`src/rtl/fib_seq_gen.sv`:
```
// fib_seq_gen: parametrised Fibonacci-class sequence generator.
//   Each term is the sum of the two terms before it. Loadable seeds make one
//   block serve Fibonacci, Lucas and arbitrary second-order recurrences.
//   Terms leave on a valid/ready handshake together with a 0-based index.
//   An optional term limit ends the run. On overflow the block either stops
//   or wraps modulo 2^WIDTH. Single clock domain; all outputs are registered.
//
// Parameters:
//   WIDTH     term width in bits (>= 2)
//   IDX_W     term index counter width
//   MAX_TERMS number of terms emitted before DONE; 0 = unlimited
//   OVF_MODE  0 = stop before the first overflowed term, 1 = wrap and continue
//
// Ports:
//   clock      in   system clock, rising edge
//   reset      in   asynchronous active-low reset
//   start      in   pulse: load seeds, clear index/flags, enter RUN
//   seed_a     in   term 0, sampled on start
//   seed_b     in   term 1, sampled on start
//   en         in   advance permission; 0 pauses without losing position
//   out_ready  in   consumer ready
//   out_valid  out  out_data/out_index hold a term
//   out_data   out  current term
//   out_index  out  index of the current term
//   overflow   out  sticky: a sum exceeded 2^WIDTH-1
//   done       out  sequence finished (term limit or stop-on-overflow)
//   busy       out  generator is in RUN
module fib_seq_gen #(
   parameter int unsigned WIDTH     = 16,
   parameter int unsigned IDX_W     = 8,
   parameter int unsigned MAX_TERMS = 0,
   parameter int unsigned OVF_MODE  = 0
) (
   input  logic             clock,
   input  logic             reset,
   input  logic             start,
   input  logic [WIDTH-1:0] seed_a,
   input  logic [WIDTH-1:0] seed_b,
   input  logic             en,
   input  logic             out_ready,
   output logic             out_valid,
   output logic [WIDTH-1:0] out_data,
   output logic [IDX_W-1:0] out_index,
   output logic             overflow,
   output logic             done,
   output logic             busy
);

   localparam int unsigned SUM_W = WIDTH + 1;

   typedef enum logic [1:0] {
      S_IDLE = 2'd0,
      S_RUN  = 2'd1,
      S_DONE = 2'd2
   } state_e;

   state_e             state_q, state_d;
   // data_q is the term on display (the "current" term); nxt_q is the one after.
   logic [WIDTH-1:0]   data_q,  data_d;
   logic [WIDTH-1:0]   nxt_q,   nxt_d;
   // Carry out of the sum that produced nxt_q: nxt_q is not representable.
   logic               nxt_cy_q, nxt_cy_d;
   logic [IDX_W-1:0]   idx_q,   idx_d;
   logic               valid_q, valid_d;
   logic               ovf_q,   ovf_d;
   logic               done_q,  done_d;
   logic               busy_q,  busy_d;

   logic [SUM_W-1:0]   sum_c;
   logic               xfer_c;
   logic               last_c;
   logic               stop_c;

   // Next-term sum at WIDTH+1 bits so the carry is kept for overflow detection.
   assign sum_c  = {1'b0, data_q} + {1'b0, nxt_q};
   assign xfer_c = valid_q & out_ready;

   // Term limit reached when the term being handed over has index MAX_TERMS-1.
   assign last_c = (MAX_TERMS != 0) && (idx_q == IDX_W'(MAX_TERMS - 1));

   // In stop mode, the term that would be shown next is a carried sum.
   assign stop_c = (OVF_MODE == 0) && nxt_cy_q;

   // State and datapath registers.
   always_ff @(posedge clock or negedge reset) begin
      if (!reset) begin
         state_q  <= S_IDLE;
         data_q   <= '0;
         nxt_q    <= '0;
         nxt_cy_q <= 1'b0;
         idx_q    <= '0;
         valid_q  <= 1'b0;
         ovf_q    <= 1'b0;
         done_q   <= 1'b0;
         busy_q   <= 1'b0;
      end else begin
         state_q  <= state_d;
         data_q   <= data_d;
         nxt_q    <= nxt_d;
         nxt_cy_q <= nxt_cy_d;
         idx_q    <= idx_d;
         valid_q  <= valid_d;
         ovf_q    <= ovf_d;
         done_q   <= done_d;
         busy_q   <= busy_d;
      end
   end

   // Next-state and datapath update.
   always_comb begin
      state_d  = state_q;
      data_d   = data_q;
      nxt_d    = nxt_q;
      nxt_cy_d = nxt_cy_q;
      idx_d    = idx_q;
      valid_d  = valid_q;
      ovf_d    = ovf_q;
      done_d   = done_q;
      busy_d   = busy_q;

      if (start) begin
         // Reload wins over any transfer or overflow in the same cycle.
         state_d  = S_RUN;
         data_d   = seed_a;
         nxt_d    = seed_b;
         nxt_cy_d = 1'b0;
         idx_d    = '0;
         valid_d  = 1'b0;
         ovf_d    = 1'b0;
         done_d   = 1'b0;
         busy_d   = 1'b1;
      end else begin
         unique case (state_q)
            S_IDLE: begin
               valid_d = 1'b0;
            end

            S_RUN: begin
               valid_d = en;
               if (xfer_c) begin
                  ovf_d = ovf_q | sum_c[WIDTH];
                  if (last_c || stop_c) begin
                     // Keep the last handed-over term on display.
                     state_d = S_DONE;
                     valid_d = 1'b0;
                     done_d  = 1'b1;
                     busy_d  = 1'b0;
                  end else begin
                     data_d   = nxt_q;
                     nxt_d    = sum_c[WIDTH-1:0];
                     nxt_cy_d = sum_c[WIDTH];
                     idx_d    = idx_q + IDX_W'(1);
                  end
               end
            end

            S_DONE: begin
               valid_d = 1'b0;
            end

            default: begin
               state_d = S_IDLE;
               valid_d = 1'b0;
               busy_d  = 1'b0;
            end
         endcase
      end
   end

   assign out_valid = valid_q;
   assign out_data  = data_q;
   assign out_index = idx_q;
   assign overflow  = ovf_q;
   assign done      = done_q;
   assign busy      = busy_q;

endmodule

```
`config.mk`:
```
export PLATFORM = sky130hd
export DESIGN_NAME = fib_seq_gen
export DESIGN_NICKNAME = d
export VERILOG_FILES = /design/src/rtl/fib_seq_gen.sv
export SDC_FILE = /design/constraint.sdc
export NUM_CORES = 1
export LEC_CHECK = 0
export CAP_MARGIN = 20
export CORE_MARGIN = 2
export CORE_UTILIZATION = 47
export CTS_BUF_LIST = sky130_fd_sc_hd__clkbuf_4
export DETAILED_ROUTE_END_ITERATION = 8
export PLACE_DENSITY = 0.91
export SETUP_SLACK_MARGIN = 0.4
export SLEW_MARGIN = 20
export SYNTH_ARGS = -nofsm -noshare
export SYNTH_HDL_FRONTEND = slang
export SYNTH_SLANG_ARGS = --single-unit
export TNS_END_PERCENT = 50
```
`constraint.sdc`:
```
create_clock -name clock -period 2.2 [get_ports clock]
set_clock_uncertainty 0.2 [all_clocks]
set_input_delay 0.44 -clock clock [delete_from_list [all_inputs] [get_ports clock]]
set_output_delay 0.44 -clock clock [all_outputs]
set_load 0.005 [all_outputs]
```
---- Yosys cells after proc, flatten, opt, wreduce, memory -nomap -nowiden ----
Cells that the tools add are included.
word-level totals
  output and inout bits ................... 28
  input bits .............................. 37
  register bits after elaboration ......... 47
  logic and storage cells ................. 63
cells by class
  multiplexer cells ....................... 35
  equality and inequality tests ........... 6
  reductions and logical operators ........ 9
  $add $sub $neg .......................... 2
  bitwise logic cells ..................... 2
operators by type and width
  kind                                                    count
  two-way mux 16 bit                                      8
  two-way mux 8 bit                                       4
  two-way mux 1 bit                                       18
  adder 16 x 16 -> 17 bit                                 1
  AND reduction 3 bit                                     3
  adder 8 x 1 -> 8 bit (second input constant)            1
  two-way mux 2 bit                                       3
  inequality test 3 bit (second input constant)           2
  nonzero test 2 bit                                      3
  one-hot mux 2 bit (2 select lines)                      1
  equality test 2 x 1 -> 1 bit (second input constant)    1
  equality test 2 bit (second input constant)             1
  zero test 2 bit                                         1
  inequality test 2 x 1 -> 1 bit (second input constant)  1
  inequality test 2 bit (second input constant)           1
  one-hot mux 1 bit (2 select lines)                      1
  AND reduction 2 bit                                     1
  OR reduction 2 bit                                      1
  AND 1 bit                                               1
  bitwise OR 1 bit                                        1

---- Longest topological paths before layout ----
Gate-level depths: netlist (run 1).
  depth in word-level cells ............... 5
  gate-level depth with buffers ........... 8
  mapped depth without buffers ............ 8

---- Least setup slack after synthesis (run 1) ----
Ideal clock, no wire load.
  kind .................................... reg-to-reg
  start point ............................. register data_q[0], in the netlist out_data[0]
  end point ............................... register nxt_q[12]
  period minus slack after synthesis ...... 2,238 ps
  stages on the path, launching flop included .. 9
  required time ........................... 1,859 ps
  data arrival time ....................... 1,897 ps
  setup time .............................. 141 ps
  setup slack ............................. -38 ps
  path buffers ............................ 0
  cells stage by stage .................... dfrtp_1 ha_1 fa_1 a21oi_1 o21ai_2 a31oi_2 a21oi_1 xnor2_1 o221ai_1
between the ends
  word-level cells in the longest chain between the ends .. 5
RTL lines
  element                  line  RTL
  from (decl)              59    logic [WIDTH-1:0] data_q, data_d;
  from (signal assigned)   98    data_q <= data_d;
  adder 16 x 16 -> 17 bit  75    assign sum_c = {1'b0, data_q} + {1'b0, nxt_q};
  two-way mux 16 bit       142   if (last_c || stop_c) begin
  two-way mux 16 bit       140   if (xfer_c) begin
  two-way mux 16 bit       133   unique case (state_q)
  two-way mux 16 bit       121   if (start) begin
  to (signal assigned)     99    nxt_q <= nxt_d;
  to (decl)                60    logic [WIDTH-1:0] nxt_q, nxt_d;
Every way passes these cells. The select of a mux whose other input is x is not followed.
A chain may end at the register's enable or synchronous reset.

---- Worst setup path in the final report (run 1) ----
  start point ............................. register data_q[0], in the netlist out_data[0]
  end point ............................... register nxt_q[14]
The elaborated chain is that of the path after synthesis.

==> results of run 1 <==
## flip-flops by register name, summed over array words and instances (netlist names)
register   count
nxt_q         16
out_data      16
out_index      8
state_q        2
done           1
nxt_cy_q       1
out_valid      1
overflow       1
## layer usage
metal  vias to the layer above  GRT usage (%)  share of wire [%]
met5                         -              0                  0
met4                         0           8.81                2.2
met3                        16           5.05                5.3
met2                        84           42.0                 52
met1                      1262           25.8                 41
li1                       1254              -                  -
## worst max-delay path, cell delays in order (launching register included)
cell and delay [ns]:
sky130_fd_sc_hd__dfrtp_1 0.45, sky130_fd_sc_hd__ha_4 0.18, sky130_fd_sc_hd__fa_2 0.35, sky130_fd_sc_hd__a21oi_2 0.19
sky130_fd_sc_hd__o21ai_2 0.11, sky130_fd_sc_hd__a31oi_4 0.25, sky130_fd_sc_hd__a22oi_2 0.10, sky130_fd_sc_hd__xnor2_1 0.18
sky130_fd_sc_hd__o221ai_1 0.14
## synth_stat cells (2+ instances only)
cell type | number | area share (%)
sky130_fd_sc_hd__nor2_1 | 18 | 2.4
sky130_fd_sc_hd__nand2_1 | 46 | 6.1
sky130_fd_sc_hd__nand4_1 | 4 | 0.89
sky130_fd_sc_hd__dlygate4sd1_1 | 2 | 0.62
sky130_fd_sc_hd__a31oi_1 | 2 | 0.44
sky130_fd_sc_hd__mux2i_1 | 19 | 6.7
sky130_fd_sc_hd__and3_1 | 4 | 0.89
sky130_fd_sc_hd__clkbuf_1 | 5 | 0.66
sky130_fd_sc_hd__a21oi_2 | 2 | 0.62
sky130_fd_sc_hd__nor2b_1 | 2 | 0.44
sky130_fd_sc_hd__ha_1 | 17 | 7.5
sky130_fd_sc_hd__xor2_1 | 9 | 2.8
sky130_fd_sc_hd__buf_4 | 2 | 0.53
sky130_fd_sc_hd__a211oi_1 | 2 | 0.53
sky130_fd_sc_hd__nor3b_1 | 4 | 1.1
sky130_fd_sc_hd__o221ai_1 | 6 | 1.9
sky130_fd_sc_hd__a21oi_1 | 21 | 3.7
sky130_fd_sc_hd__o21ai_1 | 2 | 0.35
sky130_fd_sc_hd__dfrtp_1 | 46 | 41
sky130_fd_sc_hd__nand3_1 | 6 | 1.1
sky130_fd_sc_hd__nand2b_1 | 4 | 0.89
sky130_fd_sc_hd__inv_1 | 3 | 0.40
sky130_fd_sc_hd__a21o_1 | 3 | 0.80
sky130_fd_sc_hd__o21a_1 | 2 | 0.53
sky130_fd_sc_hd__o21ai_0 | 32 | 5.7
sky130_fd_sc_hd__buf_2 | 2 | 0.35
sky130_fd_sc_hd__xnor2_1 | 12 | 3.7
## cells by family after synthesis
family,synth area share [%]
flops,40.7
fa+ha+maj,8.24
mux,7.13
compound gates,18.1
xor+xnor,6.51
simple gates,15.5
buf+inv,3.76
## power by group
part	total, W	leakage [nW]	switching, W	internal [W]
sequential	0.000987	0.575	0.0000707	0.000916
clock	0.000542	0.0456	0.000300	0.000242
combinational	0.000977	1.43	0.000472	0.000506
total	0.00251	2.05	0.000843	0.00166
## per-stage QoR
stage	area, um^2	total power, W	instances	worst slack, ns	TNS [ns]
3_5_place_dp	3640	0.00181	440	-0.109	-0.613
3_3_place_gp	3640	0.00177	440	0.0130	0
5_1_grt	4060	0.00265	471	-0.157	-0.403
4_1_cts	3920	0.00243	463	0.0542	0
2_1_floorplan	2840	0.00150	299	0.0850	0
6_report	4060	0.00251	471	-0.0625	-0.131
## worst paths after layout
| check | endpoint | slack (ns) |
|---|---|---|
| setup / recovery | nxt_q[14] | -0.06 |
| hold / removal | out_index[7] | 0.28 |
| setup reg to reg | nxt_q[14] | -0.06 |
| hold reg to reg | overflow | 0.32 |
| max in group asynchronous | nxt_q[8] | 0.89 |
| min in group asynchronous | out_data[6] | 0.37 |
## what timing repair did
| item | 4_1_cts | 5_1_grt |
|---|---|---|
| pin swaps | 5 | 19 |
| gates resized for setup | 35 | 25 |
| setup buffers | 14 | 8 |
| hold endpoints to repair | 21 | 0 |
| setup endpoints to repair | 53 | 56 |
| hold buffers | 1 | 0 |
| cloned | 0 | 0 |
## area by class of cell
class	instances	area, um^2
fillers	426	1790
flip-flops and latches	46	1150
inverters	3	11.3
clock inverters	3	43.8
multi-input cells	235	1710
repair buffers	104	1010
well taps	75	93.8
clock buffers	5	37.5
==> impl_metrics.sql, run 1 <==
INSERT INTO impl_metrics (metric_group, metric, value, unit) VALUES
('outcome', 'run_status', 'complete, but fails checks', ''),
('outcome', 'failed_checks', 'setup timing', ''),
('detailed_routing', 'vias_after_detailed_routing', '2616', ''),
('placed_design', 'placement.io_buffers', '64', ''),
('layout', 'fraction_of_final_layout_cells_sized_beyond_drive_strength_1', '21.5', '%'),
('clock_tree', 'clk_pin_slew_worst_paths', '0.15', 'ns'),
('logic_synthesis', 'post_synth.cell_area_avg', '9.45', 'um^2'),
('global_routing', 'grt_pass1_wl', '11700', 'um'),
('timing', 'hold_viol', '0', ''),
('pwr', 'vdd_ir_drop_max', '0.000348', 'V'),
('clock_tree', 'cts.root.buffer_cell', 'sky130_fd_sc_hd__clkbuf_4', ''),
('floorplanning', 'dieWidth', '81.5', 'um'),
('worst_setup_path', 'crit_arrival', '2.32', 'ns'),
('global_routing', 'grtUsageTotal', '23.0', '%'),
('global_routing', 'overflow', '0', ''),
('worst_setup_path', 'cp_launch_point', 'out_data[0]', ''),
('logic_synthesis', 'yosysUniqueCellTypes', '49', ''),
('clock_tree', 'clock_sinks', '46', ''),
('clock_tree', 'cts_htree_levels', '2', ''),
('timing', 'layout_worst_path_cycle_share', '103', '%'),
('min_path', 'hold_path_startpoint', 'start', ''),
('floorplanning', 'floorplan.core_area', '0.00585', 'mm^2'),
('floorplanning', 'start_util', '48.3', '%'),
('layout', 'finalCoreUtilization', '69.4', '%'),
('timing', 'final_worst_path_period_need', '2.26', 'ns'),
('timing', 'maxSlewHeadroom', '61.9', '%'),
('timing', 'worst_hold_check_slack', '0.278', 'ns'),
('logic_synthesis', 'synthesis.area', '0.00283', 'mm^2'),
('worst_setup_path', 'r2r_start', 'out_data[0]', ''),
('min_path', 'worst_hold_path_type', 'in2reg', ''),
('timing', 'rsz0062_at_grt', 'true', ''),
('worst_setup_path', 'timing_worst_setup_path_type', 'reg2reg', ''),
('logic_synthesis', 'synthCells', '299', ''),
('floorplanning', 'floorplan.io_pins', '65', ''),
('placed_design', 'dp_hpwl', '4860', 'um'),
('detailed_routing', 'routed_wire_length_per_instance', '15.8', 'um'),
('worst_setup_path', 'timing.critical_path.from_type', 'flop', ''),
('clock_tree', 'tritoncts', 'built', ''),
('worst_setup_path', 'timing.critical_path.required', '2.25', 'ns'),
('floorplanning', 'dieHeight', '81.5', 'um'),
('worst_setup_path', 'worstSetupEndpointType', 'flop', ''),
('floorplanning', 'dieArea', '0.00665', 'mm^2'),
('detailed_routing', 'firstDrtPassIters', '5', ''),
('detailed_routing', 'detailedRoute.firstIterationViolations', '168', ''),
('floorplanning', 'num_rows', '28', ''),
('global_routing', 'antenna_found_initial', '0', ''),
('worst_setup_path', 'crit_path_max_fanout', '3', ''),
('layout', 'finish.net_count', '450', ''),
('timing', 'max_slew.worst_pin.slew', '0.571', 'ns'),
('detailed_routing', 'totalWireLength', '7440', 'um'),
('placed_design', 'gpl.final_weighted_congestion', '0.912', ''),
('min_path', 'whs_path_depth', '2', ''),
('detailed_routing', 'drtAntennaViolNets', '0', ''),
('run', 'max_cap_viol_count', '0', ''),
('layout', 'area.growth.synth_to_final', '43.7', '%'),
('pwr', 'p_leak', '2.05', 'nW'),
('global_routing', 'pin_count_of_the_biggest_net_entering_global_routing', '55', ''),
('detailed_routing', 'post_drt_via_cell_ratio', '5.55', ''),
('clock_tree', 'cts_buffers', '5', ''),
('timing', 'fin_ws', '-0.0625', 'ns'),
('detailed_routing', 'drcViolationCount', '0', ''),
('logic_synthesis', 'synth_fp_nets', '354', ''),
('global_routing', 'grt_pass1_vias', '2650', ''),
('timing', 'drv_slew', '0', ''),
('timing', 'fmax', '0.442', 'GHz'),
('logic_synthesis', 'async_flop_share', '100', '%'),
('pwr', 'cellPowerDensity', '618', 'mW/mm^2'),
('logic_synthesis', 'ys_ff_latch', '46', ''),
('layout', 'layout_common_cells', 'sky130_fd_sc_hd__nand2_1 (46), sky130_fd_sc_hd__dfrtp_1 (44), sky130_fd_sc_hd__clkdlybuf4s50_1 (38)', ''),
('logic_synthesis', 'synth_sequential_area_ratio', '40.7', '%'),
('clock_tree', 'ctsLongestPathBuffers', '2', ''),
('worst_setup_path', 'ff2ff_path_depth', '8', ''),
('logic_synthesis', 'synthFlopType', 'sky130_fd_sc_hd__dfrtp_1', ''),
('logic_synthesis', 'synthesis.yosys.warnings', '0', ''),
('layout', 'layout.cells.most_common', 'sky130_fd_sc_hd__nand2_1', ''),
('logic_synthesis', 'synth_enable_flop_cells', '0', ''),
('layout', 'num_antenna_cells', '0', ''),
('clock_tree', 'clk-insertion-delay-late', '0.38', 'ns'),
('timing', 'setup-violations-final', '4', '');
Power figures use the tool's default switching activity.
==> run 2, diff against run 1 <==
--- a/config.mk
+++ b/config.mk
@@ -7,10 +7,11 @@
 export LEC_CHECK = 0
 export CAP_MARGIN = 20
 export CORE_MARGIN = 2
-export CORE_UTILIZATION = 47
-export CTS_BUF_LIST = sky130_fd_sc_hd__clkbuf_4
+export CORE_UTILIZATION = 46
+export CTS_BUF_LIST = sky130_fd_sc_hd__clkbuf_8 sky130_fd_sc_hd__clkbuf_16
 export DETAILED_ROUTE_END_ITERATION = 8
-export PLACE_DENSITY = 0.91
+export PLACE_DENSITY = 0.89
+export RECOVER_POWER = 50
 export SETUP_SLACK_MARGIN = 0.4
 export SLEW_MARGIN = 20
 export SYNTH_ARGS = -nofsm -noshare
==> run 2 against run 1 <==
Effect of this change:
- the flow now finishes without violations
- sequential power fell by 0.5%
- register-to-register slack improved by 0.07 ns
- sequential share of layout area rose by 0.25 points
- maximum frequency rose by 3.1%
- combinational power fell by 1%
- total power rose by 2.9%
==> impl_metrics.sql, run 2 (synthesized netlist as in run 1, its figures left out) <==
INSERT INTO impl_metrics (metric_group, metric, value, unit) VALUES
('timing', 'rsz0062_at_grt', 'true', ''),
('global_routing', 'antenna_found_initial', '0', ''),
('worst_setup_path', 'timing_worst_setup_path_type', 'reg2reg', ''),
('detailed_routing', 'totalWireLength', '7390', 'um'),
('worst_setup_path', 'crit_path_max_fanout', '4', ''),
('global_routing', 'grtUsageTotal', '22.3', '%'),
('pwr', 'power.share.clock', '24.5', '%'),
('worst_setup_path', 'setup.reg_to_reg.worst_slack', '0.005', 'ns'),
('clock_tree', 'clock_sinks', '46', ''),
('pwr', 'p_int', '0.00174', 'W'),
('floorplanning', 'start_util', '47.7', '%'),
('pwr', 'power.switching', '0.000838', 'W'),
('layout', 'finish.net_count', '448', ''),
('placed_design', 'gpl.final_weighted_congestion', '0.907', ''),
('worst_setup_path', 'cp_launch_point', 'out_data[2]', ''),
('run', 'max_cap_viol_count', '0', ''),
('placed_design', 'placement.io_buffers', '64', ''),
('floorplanning', 'dieHeight', '82.4', 'um'),
('clock_tree', 'cts_buffers', '5', ''),
('worst_setup_path', 'r2r_start', 'out_data[2]', ''),
('timing', 'hold_viol', '0', ''),
('pwr', 'finalPower', '0.00258', 'W'),
('worst_setup_path', 'endpoint', 'nxt_q[7]', ''),
('detailed_routing', 'firstDrtPassIters', '4', ''),
('layout', 'layout.cells.most_common', 'sky130_fd_sc_hd__nand2_1', ''),
('placed_design', 'detailedPlace.worstSlack', '-0.0574', 'ns'),
('worst_setup_path', 'timing.critical_path.from_type', 'flop', ''),
('worst_setup_path', 'worstSetupEndpointType', 'flop', ''),
('worst_setup_path', 'timing.critical_path.required', '2.19', 'ns'),
('pwr', 'vdd_ir_drop_max', '0.000352', 'V'),
('clock_tree', 'cts.root.buffer_cell', 'sky130_fd_sc_hd__clkbuf_8', ''),
('timing', 'setup-violations-final', '0', ''),
('timing', 'final_worst_path_period_need', '2.19', 'ns'),
('pwr', 'p_leak', '1.96', 'nW'),
('global_routing', 'pin_count_of_the_biggest_net_entering_global_routing', '32', ''),
('global_routing', 'grt_pass1_vias', '2650', ''),
('clock_tree', 'cts_htree_levels', '2', ''),
('timing', 'drv_slew', '0', ''),
('pwr', 'cellPowerDensity', '641', 'mW/mm^2'),
('layout', 'layout_common_cells', 'sky130_fd_sc_hd__nand2_1 (46), sky130_fd_sc_hd__dfrtp_1 (44), sky130_fd_sc_hd__clkdlybuf4s50_1 (35)', ''),
('clock_tree', 'clk_pin_slew_worst_paths', '0.09', 'ns'),
('global_routing', 'grt_pass1_wl', '11800', 'um'),
('timing', 'fin_ws', '0.00500', 'ns'),
('clock_tree', 'clk-insertion-delay-late', '0.31', 'ns'),
('detailed_routing', 'detailedRoute.firstIterationViolations', '103', ''),
('timing', 'worst_hold_check_slack', '0.277', 'ns'),
('placed_design', 'dp_hpwl', '4920', 'um'),
('layout', 'area.growth.synth_to_final', '42.4', '%'),
('timing', 'maxSlewHeadroom', '55.6', '%'),
('outcome', 'run_status', 'completed', ''),
('min_path', 'worst_hold_path_type', 'in2reg', ''),
('global_routing', 'overflow', '0', ''),
('layout', 'num_antenna_cells', '0', ''),
('floorplanning', 'floorplan.io_pins', '65', ''),
('clock_tree', 'tritoncts', 'built', ''),
('worst_setup_path', 'crit-reg2reg-capture', 'nxt_q[7]', ''),
('detailed_routing', 'drcViolationCount', '0', ''),
('timing', 'fmax', '0.456', 'GHz'),
('detailed_routing', 'post_drt_via_cell_ratio', '5.45', ''),
('pwr', 'power.share.sequential', '38.1', '%'),
('pwr', 'switching_share', '32.5', '%'),
('detailed_routing', 'routed_wire_length_per_instance', '15.8', 'um'),
('worst_setup_path', 'crit_arrival', '2.19', 'ns'),
('pwr', 'power_frac_comb', '37.4', '%'),
('floorplanning', 'num_rows', '28', ''),
('detailed_routing', 'drtAntennaViolNets', '0', ''),
('worst_setup_path', 'ff2ff_path_depth', '8', ''),
('floorplanning', 'dieWidth', '82.4', 'um'),
('layout', 'fraction_of_final_layout_cells_sized_beyond_drive_strength_1', '21.8', '%'),
('min_path', 'hold_path_startpoint', 'start', ''),
('detailed_routing', 'vias_after_detailed_routing', '2555', ''),
('timing', 'max_slew.worst_pin.slew', '0.666', 'ns'),
('clock_tree', 'ctsLongestPathBuffers', '2', ''),
('timing', 'layout_worst_path_cycle_share', '99.8', '%'),
('floorplanning', 'floorplan.core_area', '0.00592', 'mm^2'),
('floorplanning', 'dieArea', '0.00678', 'mm^2');
## run 2: cell types whose count changed in the layout (fill, tap and decap cells not counted), sizes merged
cell / change
clkdlybuf4s50: -3
inv: -1
buf: -6
clkinv: +1
dlygate4sd2: +7
clkdlybuf4s15: -1
dlymetal6s2s: -7
clkbuf: +3
clkdlybuf4s25: +5
## run 2: metrics by stage
step / utilization, % / area (um^2) / setup TNS (ns) / cells
6_report: 68.0 / 4020 / 0 / 469
5_1_grt: 68.0 / 4020 / -0.644 / 469
4_1_cts: 65.9 / 3900 / 0 / 461
3_5_place_dp: 61.0 / 3610 / -0.281 / 438
3_3_place_gp: 61.0 / 3610 / 0 / 438
2_1_floorplan: - / 2840 / 0 / 299
## run 2: worst max-delay path, stage by stage (launching register included)
cell and delay (ns):
sky130_fd_sc_hd__dfrtp_1 0.41, sky130_fd_sc_hd__ha_1 0.41, sky130_fd_sc_hd__nor2_2 0.26, sky130_fd_sc_hd__o31ai_2 0.11, sky130_fd_sc_hd__a21oi_2 0.27, sky130_fd_sc_hd__buf_4 0.16
sky130_fd_sc_hd__xnor2_1 0.05, sky130_fd_sc_hd__mux2i_1 0.14, sky130_fd_sc_hd__o21ai_1 0.07
## run 2: worst min path at each step
stage / end / cells past startpoint
finish: done / 2
global route: done / 2
CTS: out_index[7] / 2
detailed placement: out_data[9] / 1
global placement: out_data[9] / 1
floorplan: done / 0
## run 2: routing by layer
metal	vias up	share of wire, %	global-route usage (%)
li1	1251	-	-
met4	0	1.6	7.00
met1	1215	43	27.1
met3	14	4.3	4.67
met5	-	0	0
met2	75	51	39.5
## run 2: what timing repair did
action,CTS,global route
hold endpoints to repair,20,0
hold buffers,1,0
buffers inserted,14,8
gates resized for setup,35,28
pin swaps,13,14
endpoints found under the setup margin,62,44
## run 2: area by class of cell
type	instances	area, um^2
clock buffers	5	68.8
clock inverters	3	40.0
fillers	465	1900
inverters	3	11.3
multi-input cells	235	1730
flip-flops and latches	46	1150
well taps	75	93.8
repair buffers	102	931
## run 2: power groups by stage
stage                     Clock (W)  Combinational, W  Sequential (W)
final                      0.000633          0.000965        0.000982
after global placement            0          0.000772        0.000991
after detailed placement          0          0.000796        0.000995
after global routing       0.000686           0.00105        0.000992
after floorplan                   0          0.000517        0.000986
after CTS                  0.000647          0.000876        0.000981
